<file path="src/rtl/data_array_rd_ctrl.sv">
// Read-side controller for the 40x128 data array R0 port: tagged requests in,
// fixed-latency capture, in-order tagged responses through a credit-protected queue.
module data_array_rd_ctrl #(
    parameter int unsigned ROWS  = 40,
    parameter int unsigned AW    = 6,
    parameter int unsigned DW    = 128,
    parameter int unsigned TW    = 4,
    parameter int unsigned DEPTH = 4
) (
    input  logic          i_clock,
    input  logic          i_reset,
    input  logic          i_req_valid,
    output logic          o_req_ready,
    input  logic [AW-1:0] i_req_addr,
    input  logic [TW-1:0] i_req_tag,
    output logic          o_resp_valid,
    input  logic          i_resp_ready,
    output logic [DW-1:0] o_resp_data,
    output logic [TW-1:0] o_resp_tag,
    output logic          o_resp_err,
    output logic [AW-1:0] o_mem_R0_addr,
    output logic          o_mem_R0_en,
    input  logic [DW-1:0] i_mem_R0_data
);

    localparam int unsigned PW = $clog2(DEPTH);
    localparam int unsigned CW = PW + 1;

    logic          r_reset_d;
    logic          r_cap_valid;
    logic [TW-1:0] r_cap_tag;
    logic          r_cap_err;

    logic [DW-1:0] r_q_data [DEPTH];
    logic [TW-1:0] r_q_tag  [DEPTH];
    logic          r_q_err  [DEPTH];
    logic [PW-1:0] r_wr_ptr;
    logic [PW-1:0] r_rd_ptr;
    logic [CW-1:0] r_count;

    logic          w_in_range;
    logic          w_accept;
    logic          w_enq;
    logic          w_deq;
    logic          w_resp_valid;
    logic [CW-1:0] w_used;

    assign w_in_range = (32'(i_req_addr) < ROWS);

    // Credit counts the capture slot too, so the queue can never overflow.
    assign w_used      = r_count + {{(CW-1){1'b0}}, r_cap_valid};
    assign o_req_ready = !i_reset && !r_reset_d && (w_used < CW'(DEPTH));
    assign w_accept    = i_req_valid && o_req_ready;

    assign w_enq        = r_cap_valid && !i_reset;
    assign w_resp_valid = !i_reset && (r_count != '0);
    assign w_deq        = w_resp_valid && i_resp_ready;

    assign o_mem_R0_addr = i_req_addr;
    assign o_mem_R0_en   = !i_reset && ((w_accept && w_in_range) || (r_cap_valid && !r_cap_err));

    assign o_resp_valid = w_resp_valid;
    assign o_resp_data  = w_resp_valid ? r_q_data[r_rd_ptr] : '0;
    assign o_resp_tag   = w_resp_valid ? r_q_tag[r_rd_ptr] : '0;
    assign o_resp_err   = w_resp_valid ? r_q_err[r_rd_ptr] : 1'b0;

    always_ff @(posedge i_clock) begin
        if (i_reset) begin
            r_reset_d   <= 1'b1;
            r_cap_valid <= 1'b0;
            r_cap_tag   <= '0;
            r_cap_err   <= 1'b0;
            r_wr_ptr    <= '0;
            r_rd_ptr    <= '0;
            r_count     <= '0;
        end else begin
            r_reset_d   <= 1'b0;
            r_cap_valid <= w_accept;
            r_cap_tag   <= i_req_tag;
            r_cap_err   <= !w_in_range;
            if (w_enq) begin
                r_wr_ptr <= r_wr_ptr + PW'(1);
            end
            if (w_deq) begin
                r_rd_ptr <= r_rd_ptr + PW'(1);
            end
            case ({w_enq, w_deq})
                2'b10:   r_count <= r_count + CW'(1);
                2'b01:   r_count <= r_count - CW'(1);
                default: r_count <= r_count;
            endcase
        end
    end

    // Queue storage needs no reset: entries are only visible while counted.
    always_ff @(posedge i_clock) begin
        if (w_enq) begin
            r_q_data[r_wr_ptr] <= r_cap_err ? '0 : i_mem_R0_data;
            r_q_tag[r_wr_ptr]  <= r_cap_tag;
            r_q_err[r_wr_ptr]  <= r_cap_err;
        end
    end

    a_no_overflow : assert property (@(posedge i_clock) disable iff (i_reset)
        !(w_enq && (r_count == CW'(DEPTH))));

endmodule

</file>
<file path="config.mk">
export PLATFORM = sky130hd
export DESIGN_NAME = data_array_rd_ctrl
export DESIGN_NICKNAME = d
export VERILOG_FILES = /design/src/rtl/data_array_rd_ctrl.sv
export SDC_FILE = /design/constraint.sdc
export NUM_CORES = 1
export LEC_CHECK = 0
export CORE_MARGIN = 2
export CORE_UTILIZATION = 55
export CTS_BUF_LIST = sky130_fd_sc_hd__clkbuf_16
export DETAILED_ROUTE_END_ITERATION = 12
export MAX_ROUTING_LAYER = met4
export PLACE_DENSITY = 0.87
export SYNTH_ARGS = -nofsm -noshare
export SYNTH_HDL_FRONTEND = slang
export SYNTH_SLANG_ARGS = --single-unit
</file>
<file path="constraint.sdc">
create_clock -name i_clock -period 5.15 [get_ports i_clock]
set_input_delay 0.7725 -clock i_clock [delete_from_list [all_inputs] [get_ports i_clock]]
set_output_delay 0.7725 -clock i_clock [all_outputs]
set_load 0.1 [all_outputs]
</file>
# Yosys cells after proc, flatten, opt, wreduce, memory -nomap -nowiden
# Memories as Yosys holds them, arrays and structs flattened. A register that Yosys moved wholly into a read port is not among the register bits.
# Index checks and enable logic that the tools add are counted.
# W data, S select, Z words.
dict set report totals {
  out_inout_bits 142
  latch_bits 0
  mem_bits_ro 0
  regBits 14
  wordCells 49
  mem_bits_rw 532
  memories 3
  inputBits 142
}
dict set report op_classes {
  shifts 0
  eq_ne 2
  n_addsub 5
  mul 0
  mux 14
  n_lt_le_gt_ge 2
  n_div 0
  n_bitwise 0
  reduce_logical 16
}
# memory depth width rd rd_clocked_by_memory_dff write_ports line
set mem_list {}
lappend mem_list {r_q_data 4 128 1 1 1 34} ;# logic [DW-1:0] r_q_data [DEPTH];
lappend mem_list {r_q_tag 4 4 1 1 1 35} ;# logic [TW-1:0] r_q_tag [DEPTH];
lappend mem_list {r_q_err 4 1 1 1 1 36} ;# logic r_q_err [DEPTH];
# operator count
set ops {}
lappend ops {{$mux W128} 2}
lappend ops {{$mux W2} 6}
lappend ops {{$logic_and A1 B1 Y1} 9}
lappend ops {{$lt A6 B6 Y1 const B} 1}
lappend ops {{$pmux W3 S2} 1}
lappend ops {{$add A2 B1 Y2 const B} 2}
lappend ops {{$logic_not A1 Y1} 4}
lappend ops {{$mux W1} 4}
lappend ops {{$mux W4} 1}
lappend ops {{$add A3 B1 Y3} 1}
lappend ops {{$add A3 B1 Y3 const B} 1}
lappend ops {{$lt A3 B3 Y1 const B} 1}
lappend ops {{$reduce_bool A3 Y1} 1}
lappend ops {{$sub A3 B1 Y3 const B} 1}
lappend ops {{$eq A2 B1 Y1 const B} 1}
lappend ops {{$eq A2 B2 Y1 const B} 1}
lappend ops {{$reduce_bool A2 Y1} 1}
lappend ops {{$logic_or A1 B1 Y1} 1}

# Depth between registers and ports, before layout
# Gate-level depths: netlist of the first run.
dict set report depth {
  word_depth 7
  ltp_mapped 10
  depth_no_buf 9
}

# Worst setup path before layout of the first run
# No wires, ideal clock.
dict set report synth_timing {
  kind {in2reg}
  startpoint {in i_reset}
  endpoint {mem r_q_data[0][0] (enable)}
  required_ps 4642
  setup_time_ps 508
  t_arrival_ps 4055
  slack_ps 586
  cell_stages 2
  cell_sequence {nor2b_1 and2_1}
}
dict set report synth_between {
  elab_chain_cells 4
}
# item line
set synth_rtl {}
lappend synth_rtl {{start, declared} 11} ;# input logic i_reset,
lappend synth_rtl {{$logic_not A1 Y1} 55} ;# assign w_enq = r_cap_valid && !i_reset;
lappend synth_rtl {{$logic_and A1 B1 Y1} 55}
lappend synth_rtl {{$mux W1} 97} ;# if (w_enq) begin
lappend synth_rtl {{$mux W1} 98} ;# r_q_data[r_wr_ptr] <= r_cap_err ? '0 : i_mem_R0_data;
lappend synth_rtl {{end, declared} 34}
# No other way between the ends.

# Final worst setup path of the first run
dict set report layout_timing {
  startpoint {in i_reset}
  endpoint {out o_req_ready}
}
dict set report layout_between {
  elab_chain_cells 3
}
# item line
set layout_rtl {}
lappend layout_rtl {{$logic_not A1 Y1} 52} ;# assign o_req_ready = !i_reset && !r_reset_d && (w_used < CW'(DEPTH));
lappend layout_rtl {{$logic_and A1 B1 Y1 (2 in a row)} 52}
lappend layout_rtl {{end, declared} 13} ;# output logic o_req_ready,
# No other way between the ends.

==> results of run 1 <==
-- worst max path at each step --
stage,start,endpoint,cells after the start
after CTS,i_reset,o_req_ready,3
final,i_reset,o_req_ready,3
after detailed placement,i_reset,o_req_ready,3
after global routing,i_reset,o_resp_data[108],5
after global placement,i_reset,o_req_ready,3
after floorplan,i_reset,r_q_data[0][0]$_DFFE_PP_,2
-- sequential cells by signal, indices dropped and copies added, names as in the netlist, named ones only --
| signal | cells |
|---|---|
| r_count | 3 |
| r_wr_ptr | 2 |
| r_cap_valid | 1 |
| r_rd_ptr | 2 |
| r_q_err | 4 |
| r_cap_tag | 4 |
| r_q_data | 512 |
| r_cap_err | 1 |
| r_reset_d | 1 |
| r_q_tag | 16 |
-- synthesized netlist by cell type --
master | number | area, sq um
mux2i_1 | 1 | 10.0
o22ai_1 | 1 | 6.26
inv_1 | 6 | 22.5
a21oi_1 | 3 | 15.0
nor3_2 | 1 | 10.0
dfxtp_1 | 16 | 320
xor2_1 | 3 | 26.3
clkbuf_1 | 35 | 131
nand3_1 | 2 | 10.0
nor2_4 | 1 | 11.3
edfxtp_1 | 532 | 16000
nand2_1 | 2 | 7.51
nor2b_1 | 133 | 832
o21ai_0 | 3 | 15.0
ha_1 | 5 | 62.6
or3_1 | 2 | 12.5
mux4_2 | 133 | 3000
nor2_1 | 10 | 37.5
nor3_1 | 1 | 5.00
buf_6 | 9 | 101
xnor2_1 | 2 | 17.5
buf_4 | 6 | 45.0
o31ai_1 | 1 | 7.51
buf_2 | 15 | 75.1
fa_1 | 1 | 20.0
and2_1 | 138 | 863
-- logic make-up (layout without fill, tap and decap cells) --
group	Yosys count	in the layout	share of synthesized area [%]
buffers and inverters	71	393	1.73
AO/OA/AOI/OAI	8	8	0.202
AND/OR/NAND/NOR	290	290	8.27
adder cells (fa/ha/maj)	6	6	0.382
XOR/XNOR	5	5	0.202
flip-flops	548	548	75.3
other	0	4	0
multiplexers	134	134	13.9
-- metrics by stage --
stage / util, % / cells
global route: 68.2 / 1906
detailed placement: 63.5 / 1806
global placement: 63.5 / 1806
floorplan: - / 1062
CTS: 68.2 / 1902
finish: 68.2 / 1906
-- critical path: cells and delay by family --
kind / cells / cell delay (ns)
buffers and inverters: 2 / 1.92
and+or+nand+nor: 1 / 0.31
-- per-layer routing --
layer	routed length, um	GRT usage, %	vias to the layer above	part of all wire [%]
li1	-	-	4717	-
met2	21700	35.3	387	51
met3	3080	5.24	51	7.2
met5	0	-	-	0
met1	17200	27.9	5480	40
met4	636	6.00	0	1.5
-- cell type report --
class / instances / area (sq um) / area share, %
repair buffers: 291 / 2630 / 9.95
multi-input cells: 443 / 4970 / 18.8
clock buffers: 57 / 1430 / 5.40
inverters: 6 / 22.5 / 0.0853
flip-flops and latches: 548 / 16300 / 61.7
well taps: 518 / 648 / 2.45
diodes: 4 / 10.0 / 0.0379
clock inverters: 39 / 399 / 1.51
-- cells in the final DEF (no fill, tap or decap), types with 2 or more instances in the layout --
cell type | synthesis | final
xor2_1 | 3 | 3
and2_4 | 0 | 4
nor2_1 | 10 | 10
edfxtp_1 | 532 | 532
dfxtp_4 | 0 | 3
clkinv_2 | 0 | 7
nand2_1 | 2 | 2
and2_1 | 138 | 134
o21ai_0 | 3 | 3
nor2b_1 | 133 | 133
clkdlybuf4s50_1 | 0 | 142
clkinv_1 | 0 | 14
dfxtp_1 | 16 | 13
a21oi_1 | 3 | 3
clkbuf_16 | 0 | 57
diode_2 | 0 | 4
ha_1 | 5 | 5
buf_4 | 6 | 142
xnor2_1 | 2 | 2
inv_1 | 6 | 13
clkinvlp_4 | 0 | 2
buf_12 | 0 | 7
bufinv_16 | 0 | 9
mux4_2 | 133 | 133
nand3_1 | 2 | 2
or3_1 | 2 | 2
-- where the power goes --
group	internal, uW	switching [uW]
clock	2430	1580
combinational	253	397
sequential	4940	26.9
==> results.md, run 1 <==
- Die Area: 40,900 sq um
- Post-CTS Setup Inserts: 0
- Place WS: ~1.4 ns
- Most Frequent Cell on Critical Path: clkdlybuf4s50_1
- Die height: between 200 and 250 um
- Max-capacitance violation count: 0
- Final GP Congestion: roughly 0.76
- Ports: 284
- WHS Endpoint: r_q_tag[3][1]$_DFFE_PP_
- Max FO, Critical Path: 18
- Max Slew Vio Count: 0
- Worst reg-to-reg path cell count: 10
- Setup violators final: 0
- Placed Instance Area: 24,600 sq um
- First-pass DRT Iterations: 4
- Worst-case clock buffer depth: 3
- I/O Buffers: ~280
- Vias in the first global route: 11,300
- Post-route setup TNS: 0 ns
- Total grt overflow: 0
- Final min period: ~3.8 ns
- Max Freq: around 0.26 GHz
- Worst setup margin: about 1.4 ns
- Placeable Area: between 30,000 and 40,000 sq um
- DRT antenna net count: 0
- Largest net degree at the start of global routing: between 100 and 150
- Detailed Place HPWL: roughly 24 mm
- Fillers: between 2,000 and 2,500
- Clk slew on worst S/H paths: about 0.060 ns
- Max incr delay on CP: roughly 1.2 ns
- Slowest CP cell: clkdlybuf4s50_1
- Die Wd: between 200 and 250 um
- Design Area, Final: 26,400 sq um
- First-pass GRT wire length: about 65 mm
- Post-route DRC: 0
- CP endpoint kind: primary output
- Worst r2r dst: r_count[2]$_SDFFE_PP0P_
- Number of hold buffers added after CTS: 0
- Worst EP required: 4.38 ns
- Placement Rows: ~70
- Yosys reg bits: about 550
- Syn Area/Cell: slightly above 20 sq um
- Root Driver: clkbuf_16
- Rel. slew slack: 32.0%
- Via count: between 10,000 and 15,000
- Flop2flop setup slack: around 2.6 ns
- Final hold slack: approximately 0.47 ns
- Setup Crit Path Kind: input port to primary output
- Post-CTS sizing: 0
- Hold Violations, Final: 0
- Final setup skew: between 0.007 and 0.008 ns
- Slew @ Worst Pin: 1.02 ns
- Worst Path Arrival: ~3 ns
- Worst R2R Start: r_count[0]$_SDFFE_PP0P_
- CTS tree: built
- Start point of the worst hold path: r_cap_tag[1]$_SDFF_PP0_
- Crit path launch type: input port
- H-tree levels: 2
- Worst min path class: register to register
- WL/cell: about 22 um
- Mapped Cells: 1,062
- Clk_lat worst skew: between 0.5 and 0.6 ns
- Clk sinks: ~550
- CP Cell Sequence: clkdlybuf4s50_1, nor3_1, clkdlybuf4s50_1
- Layout cell share with drive strength beyond 1: about a quarter
- Area Growth Syn to Fin: 22.1%
- Depth of the worst hold-timing path: 0
- Pwr Total: just under 10,000 uW
- Routed Wire Length: ~43 mm
- Power Density: between 300 and 400 nW/um^2
- Unique masters post-synth: 26
- RSZ-0062 raised after global routing: false
- Initial antenna violation count: 4
- CTS buffer count: 54
- Initial Util: a little under three fifths
- Synthesized area: about 22,000 sq um
- DRT iter0 DRCs: between 700 and 800
- Leakage power: 0.00878 uW
- Vias/cell: around 5.6
- Syn_nets: ~1,200
- Sequential cell area fraction in the yosys report: approximately 75%
- Period utilisation layout: approximately three quarters
- Ys Warns: 0
- Outcome: finished clean
- Final #Nets: 1,492
- Max rail drop VDD: roughly 0.00032 V
- GR Util All Layers: around 22%
Note: power is estimated with default switching activity, not from simulation.
==> run 2: changes to the inputs <==
--- a/config.mk
+++ b/config.mk
@@ -6,11 +6,11 @@
 export NUM_CORES = 1
 export LEC_CHECK = 0
 export CORE_MARGIN = 2
-export CORE_UTILIZATION = 55
+export CORE_UTILIZATION = 50
 export CTS_BUF_LIST = sky130_fd_sc_hd__clkbuf_16
 export DETAILED_ROUTE_END_ITERATION = 12
 export MAX_ROUTING_LAYER = met4
-export PLACE_DENSITY = 0.87
+export PLACE_DENSITY = 0.83
 export SYNTH_ARGS = -nofsm -noshare
 export SYNTH_HDL_FRONTEND = slang
 export SYNTH_SLANG_ARGS = --single-unit
==> constraint.sdc (replaced) <==
create_clock -name i_clock -period 3.4 [get_ports i_clock]
set_input_delay 0.51 -clock i_clock [delete_from_list [all_inputs] [get_ports i_clock]]
set_output_delay 0.51 -clock i_clock [all_outputs]
set_load 0.1 [all_outputs]
==> run 2 against run 1 <==
Clock power grew 39%. Via count grew 0.50%. Die area rose by 9.8%. Non-clock buffer count up 32. Setup slack got worse by 1.0 ns. Clock skew rose by 0.0051 ns. Critical endpoint is now o_resp_data[127]. Largest cell class unchanged. Largest power group unchanged.
==> results.md, run 2 (same netlist as run 1, synthesis figures left out) <==
- Rel. slew slack: 51.2% (was 32.0%)
- Largest net degree at the start of global routing: 133 (was 134)
- Final min period: 3.05 ns
- Area Growth Syn to Fin: 31.5% (was 22.1%)
- Clk sinks: 548 (unchanged)
- Detailed Place HPWL: 28.4 mm (was 24.1 mm)
- Bufs and invs on worst path: 2 (unchanged)
- Die Area: 45,000 sq um (was 40,900 sq um)
- Part of the power in combinational logic: 8.1% (was 6.8%)
- Max Slew Vio Count: 0 (unchanged)
- Sw frac: 21.4% (was 20.8%)
- Period utilisation layout: 89.8%
- Setup violators final: 0 (unchanged)
- Max incr delay on CP: 0.56 ns (was 1.16 ns)
- Initial Util: 50.4% (was 55.9%)
- Most frequent cells in the layout: 532 x edfxtp_1, 158 x buf_12, 138 x clkdlybuf4s50_1 (was 532 x edfxtp_1, 142 x clkdlybuf4s50_1, 142 x buf_4)
- RSZ-0062 raised after global routing: false (unchanged)
- GR Util All Layers: 21.1% (was 21.8%)
- Worst Path Arrival: 2.54 ns (was 3.00 ns)
- Post-Place Cells: 1,905 (was 1,806)
- Root Driver: clkbuf_16 (unchanged)
- Max rail drop VDD: 0.000423 V (was 0.000319 V)
- Max-capacitance violation count: 0 (unchanged)
- CP endpoint kind: primary output (unchanged)
- Worst setup margin: 0.345 ns (was 1.38 ns)
- Power Density: 501 nW/um^2 (was 365 nW/um^2)
- Clk_lat worst skew: 0.59 ns (was 0.58 ns)
- Slowest CP cell: mux4_2 (was clkdlybuf4s50_1)
- Via count: 10,700 (was 10,600)
- Total grt overflow: 0 (unchanged)
- Routed Wire Length: 45.0 mm (was 42.7 mm)
- Ports: 284 (unchanged)
- First-pass GRT wire length: 68.3 mm (was 65.3 mm)
- Pwr Total: 14,200 uW (was 9640 uW)
- Worst R2R Start: r_count[0]$_SDFFE_PP0P_ (unchanged)
- Final setup skew: 0.0126 ns (was 0.00751 ns)
- Post-CTS Setup Inserts: 0 (unchanged)
- Max Freq: around 0.33 GHz
- Share of total power in sequential cells: 52.8% (was 51.6%)
- Worst r2r dst: r_count[2]$_SDFFE_PP0P_ (unchanged)
- Depth of the worst hold-timing path: 0 (unchanged)
- Fillers: 2,649 (was 2,417)
- Place WS: 0.594 ns (was 1.37 ns)
- Placement Rows: 76 (was 72)
- WHS Endpoint: r_q_tag[3][0]$_DFFE_PP_ (was r_q_tag[3][1]$_DFFE_PP_)
- Slew @ Worst Pin: 0.732 ns (was 1.02 ns)
- I/O Buffers: 277 (unchanged)
- Post-CTS sizing: 0 (unchanged)
- Largest register FFs: 512 (unchanged)
- Net Sw Power: 3040 uW (was 2010 uW)
- Final #Nets: 1,524 (was 1,492)
- Worst reg-to-reg path cell count: 9 (was 10)
- CP Cell Sequence: buf_4, mux4_2, and2_1, buf_12 (was clkdlybuf4s50_1, nor3_1, clkdlybuf4s50_1)
- Worst min path class: register to register (unchanged)
- H-tree levels: 2 (unchanged)
- Setup Crit Path Kind: register to primary output (was input port to primary output)
- Die Wd: 212 um (was 202 um)
- Post-Layout Cell Count: 2,001 (was 1,906)
- Number of hold buffers added after CTS: 0 (unchanged)
- Crit path launch type: register (was input port)
- Top reg by flops: r_q_data (unchanged)
- Max FO, Critical Path: 21 (was 18)
- Post-route DRC: 0 (unchanged)
- Top flop regs: r_q_data (512), r_q_tag (16) (unchanged)
- DRT iter0 DRCs: 649 (was 717)
- Layout cell share with drive strength beyond 1: 28.0% (was 26.4%)
- Die height: 212 um (was 202 um)
- Commonest non-fill, non-tap cell in the layout: edfxtp_1 (unchanged)
- Worst EP required: 2.89 ns (was 4.38 ns)
- CTS tree: built (unchanged)
- Clock share of power: 39.1% (was 41.7%)
- First-pass DRT Iterations: 5 (was 4)
- Flop2flop setup slack: 1.16 ns (was 2.58 ns)
- Post-route setup TNS: 0 ns (unchanged)
- P_int: 11,200 uW (was 7630 uW)
- CTS buffer count: 54 (unchanged)
- Initial antenna violation count: 3 (was 4)
- Outcome: finished clean (unchanged)
- Delay-heaviest family, CP: buffers and inverters (unchanged)
- DRT antenna net count: 0 (unchanged)
- Clk slew on worst S/H paths: 0.06 ns (about the same)
- Leakage power: 0.00930 uW (was 0.00878 uW)
- Hold Violations, Final: 0 (unchanged)
- Vias/cell: 5.34 (was 5.58)
- Worst-case clock buffer depth: 3 (unchanged)
- Final GP Congestion: 0.788 (was 0.762)
- Vias in the first global route: 11,500 (was 11,300)
- Placeable Area: 42,900 sq um (was 38,700 sq um)
- WL/cell: 22.5 um (was 22.4 um)
- Start point of the worst hold path: r_cap_tag[0]$_SDFF_PP0_ (was r_cap_tag[1]$_SDFF_PP0_)
## run 2: cell count changes in the layout (fill, tap and decap cells not counted), moves of 2 or more
cell / change
bufinv_16: -5
clkbuf_16: -2
clkinv_4: +2
buf_12: +151
clkdlybuf4s50_1: -4
inv_1: +4
buf_4: -115
## run 2: per-stage QoR
stage	utilization [%]	instance area, sq um	hold WS, ns
detailed placement	62.5	26800	0.480
global placement	62.5	26800	0.450
CTS	66.3	28400	0.479
finish	66.3	28400	0.489
floorplan	-	21600	0.438
global route	66.3	28400	0.512
## run 2: worst max path at each step
stage	from	slack, ns	cells after the start	end
floorplan	i_reset	0.10	2	o_req_ready
global placement	i_reset	0.67	10	r_count[2]$_SDFFE_PP0P_
detailed placement	i_reset	0.59	10	r_count[2]$_SDFFE_PP0P_
CTS	register	0.26	4	o_resp_data[127]
global route	register	0.20	4	o_resp_data[127]
finish	register	0.35	4	o_resp_data[127]
## run 2: layout make-up
cell class	count	area [sq um]	share of cell area [%]
flip-flops and latches	548	16300	57.3
multi-input cells	443	4970	17.5
diodes	3	7.51	0.0264
well taps	585	732	2.57
repair buffers	323	4750	16.7
clock buffers	55	1380	4.84
clock inverters	38	274	0.963
inverters	6	22.5	0.0792
## run 2: per-layer routing
metal / track usage, % / vias up / part of all wire (%)
met5: - / - / 0
li1: - / 4773 / -
met4: 6.07 / 0 / 1.9
met2: 34.3 / 338 / 52
met3: 4.83 / 58 / 6.7
met1: 26.9 / 5519 / 40
## run 2: power by group through the flow
stage	Clock, uW	Combinational [uW]	Sequential (uW)
floorplan	0	697	7650
global placement	0	1140	7650
detailed placement	0	1160	7660
CTS	5700	1170	7510
global route	5920	1220	7520
finish	5570	1150	7510
==> run 3: changes to the inputs <==
--- a/config.mk
+++ b/config.mk
@@ -11,6 +11,7 @@
 export DETAILED_ROUTE_END_ITERATION = 12
 export MAX_ROUTING_LAYER = met4
 export PLACE_DENSITY = 0.83
+export RECOVER_POWER = 25
 export SYNTH_ARGS = -nofsm -noshare
 export SYNTH_HDL_FRONTEND = slang
 export SYNTH_SLANG_ARGS = --single-unit
==> run 3 against run 2 <==
Count of clock-buffer cells in the layout did not move. The run now ends with max-capacitance violations, max-slew violations left. Global-route usage did not move. Sequential power barely moved. Critical endpoint unchanged. Critical path type unchanged. Largest cell class unchanged. Register-to-register slack got worse by 0.17 ns. Hold slack improved by 0.00081 ns. Final area barely moved. Highest routed layer unchanged.
==> results.md, run 3 (same netlist as run 1, synthesis figures left out) <==
- Violated checks: max-capacitance violations, max-slew violations
- Post-Place Cells: 1,905 (unchanged)
- Combined area of the multi-input logic cells: 4970 sq um (about the same)
- Number of hold buffers added after CTS: 0 (unchanged)
- Final min period: 3.06 ns (was 3.05 ns)
- Largest register FFs: 512 (unchanged)
- Post-CTS sizing: 0 (unchanged)
- Worst-case clock buffer depth: 3 (unchanged)
- Detailed Place HPWL: 28.4 mm (unchanged)
- Crit path launch type: register (unchanged)
- Die Area: 45,000 sq um (unchanged)
- Clock share of power: 39.1% (about the same)
- CTS buffer count: 54 (unchanged)
- Ports: 284 (unchanged)
- Post-CTS Setup Inserts: 0 (unchanged)
- Fillers: 2,654 (was 2,649)
- DRT iter0 DRCs: 645 (was 649)
- Final #Nets: 1,524 (unchanged)
- H-tree levels: 2 (unchanged)
- Post-Layout Cell Count: 2,001 (unchanged)
- GR Util All Layers: 21.1% (unchanged)
- P_int: 11,200 uW (about the same)
- Root Driver: clkbuf_16 (unchanged)
- Part of the power in combinational logic: 8.1% (about the same)
- Period utilisation layout: 89.9% (was 89.8%)
- Total grt overflow: 0 (unchanged)
- Area Growth Syn to Fin: 31.3% (was 31.5%)
- Post-route DRC: 0 (unchanged)
- Clk sinks: 548 (unchanged)
- CP endpoint kind: primary output (unchanged)
- Initial antenna violation count: 3 (unchanged)
- Power Density: 501 nW/um^2 (about the same)
- Sequential standard cell area: 16,300 sq um (unchanged)
- Slew @ Worst Pin: 1.81 ns (was 0.732 ns)
- Net Sw Power: 3040 uW (about the same)
- Final GP Congestion: 0.788 (unchanged)
- Clk_lat worst skew: 0.59 ns (about the same)
- Vias/cell: 5.32 (was 5.34)
- Clk slew on worst S/H paths: 0.06 ns (about the same)
- Vias in the first global route: 11,500 (unchanged)
- Sw frac: 21.4% (about the same)
- Worst Path Arrival: 2.55 ns (was 2.54 ns)
- Max-capacitance violation count: 1 (was 0)
- First-pass GRT wire length: 68.3 mm (unchanged)
- Worst min path class: register to register (unchanged)
- CTS tree: built (unchanged)
- Share of total power in sequential cells: 52.8% (about the same)
- Die Wd: 212 um (unchanged)
- Top flop regs: r_q_data (512), r_q_tag (16) (unchanged)
- Start point of the worst hold path: r_cap_tag[0]$_SDFF_PP0_ (unchanged)
- Via count: 10,700 (about the same)
- Pwr Total: 14,200 uW (about the same)
- Initial Util: 50.4% (unchanged)
- Setup Crit Path Kind: register to primary output (unchanged)
- Max FO, Critical Path: 21 (unchanged)
- Layout cell share with drive strength beyond 1: 27.8% (was 28.0%)
- CP Cell Sequence: buf_4, mux4_2, and2_1, buf_12 (unchanged)
- Final hold slack: 0.490 ns (was 0.489 ns)
- Worst R2R Start: r_cap_err$_SDFF_PP0_ (was r_count[0]$_SDFFE_PP0P_)
- Max rail drop VDD: 0.000423 V (about the same)
- Die height: 212 um (unchanged)
- I/O Buffers: 277 (unchanged)
- Max Slew Vio Count: 133 (was 0)
- Routed Wire Length: 45.0 mm (about the same)
- RSZ-0062 raised after global routing: false (unchanged)
- First-pass DRT Iterations: 5 (unchanged)
- Slowest CP cell: mux4_2 (unchanged)
- Worst setup margin: 0.343 ns (was 0.345 ns)
- DRT antenna net count: 0 (unchanged)
- Leakage power: 0.00929 uW (was 0.00930 uW)
- Worst EP required: 2.89 ns (about the same)
- Placement Rows: 76 (unchanged)
- Post-route setup TNS: 0 ns (unchanged)
- Max Freq: 0.327 GHz (about the same)
- Placeable Area: 42,900 sq um (unchanged)
- Most frequent cells in the layout: 532 x edfxtp_1, 157 x buf_12, 137 x clkdlybuf4s50_1 (was 532 x edfxtp_1, 158 x buf_12, 138 x clkdlybuf4s50_1)
- Outcome: finished, violations left (was finished clean)
- Commonest non-fill, non-tap cell in the layout: edfxtp_1 (unchanged)
- Max incr delay on CP: 0.56 ns (about the same)
- Place WS: 0.594 ns (unchanged)
- Rel. slew slack: -20.6% (was 51.2%)
- Top reg by flops: r_q_data (unchanged)
- Final setup skew: 0.0116 ns (was 0.0126 ns)
- Setup violators final: 0 (unchanged)
- Largest net degree at the start of global routing: 133 (unchanged)
- Hold Violations, Final: 0 (unchanged)
- WL/cell: 22.5 um (about the same)
## run 3: cell types whose count changed in the layout (fill, tap and decap cells not counted), sizes merged
| cell | delta |
|---|---|
| clkdlybuf4s50 | -1 |
| dlygate4sd3 | +1 |
| buf | -3 |
| clkbuf | +3 |
## run 3: through the flow
stage / cell area [sq um] / util, %
2_1_floorplan: 21600 / -
3_3_place_gp: 26800 / 62.5
3_5_place_dp: 26800 / 62.5
4_1_cts: 28400 / 66.3
5_1_grt: 28400 / 66.3
6_report: 28400 / 66.3
## run 3: power by group through the flow
stage                     Sequential (uW)  Combinational [uW]  Clock, uW
after floorplan                      7650                 697          0
after global placement               7650                1140          0
after detailed placement             7660                1160          0
after CTS                            7510                1170       5700
after global routing                 7520                1220       5920
final                                7510                1150       5570
## run 3: metal layers
metal,vias up,wire (um),global-route usage (%)
met1,5504,18000,26.9
met4,0,848,6.07
met5,-,0,-
met2,322,23200,34.3
met3,58,2920,4.83
li1,4771,-,-
## run 3: cell type report
type                            count  share of cell area, %
Clock buffer                       55                   4.84
Inverter                            6                 0.0793
Multi-Input combinational cell    443                   17.5
Clock inverter                     38                  0.964
Timing Repair Buffer              323                   16.6
Tap cell                          585                   2.58
Sequential cell                   548                   57.4
Antenna cell                        3                 0.0264
## run 3: path summary, 6_finish.rpt
path	endpoint	slack, ns	depth (start not counted)
worst min-delay path	r_q_tag[1][0]$_DFFE_PP_	0.49	0
worst min register to register	r_q_tag[1][0]$_DFFE_PP_	0.49	0
worst max register to register	r_q_data[1][87]$_DFFE_PP_	0.99	2
worst max-delay path	o_resp_data[127]	0.34	4
## run 3: worst max-delay path, delay by kind of cell (launching register included)
kind / cells / cell delay (ns)
buffers and inverters: 2 / 0.63
DFF: 1 / 0.55
muxes: 1 / 0.56
and+or+nand+nor: 1 / 0.21
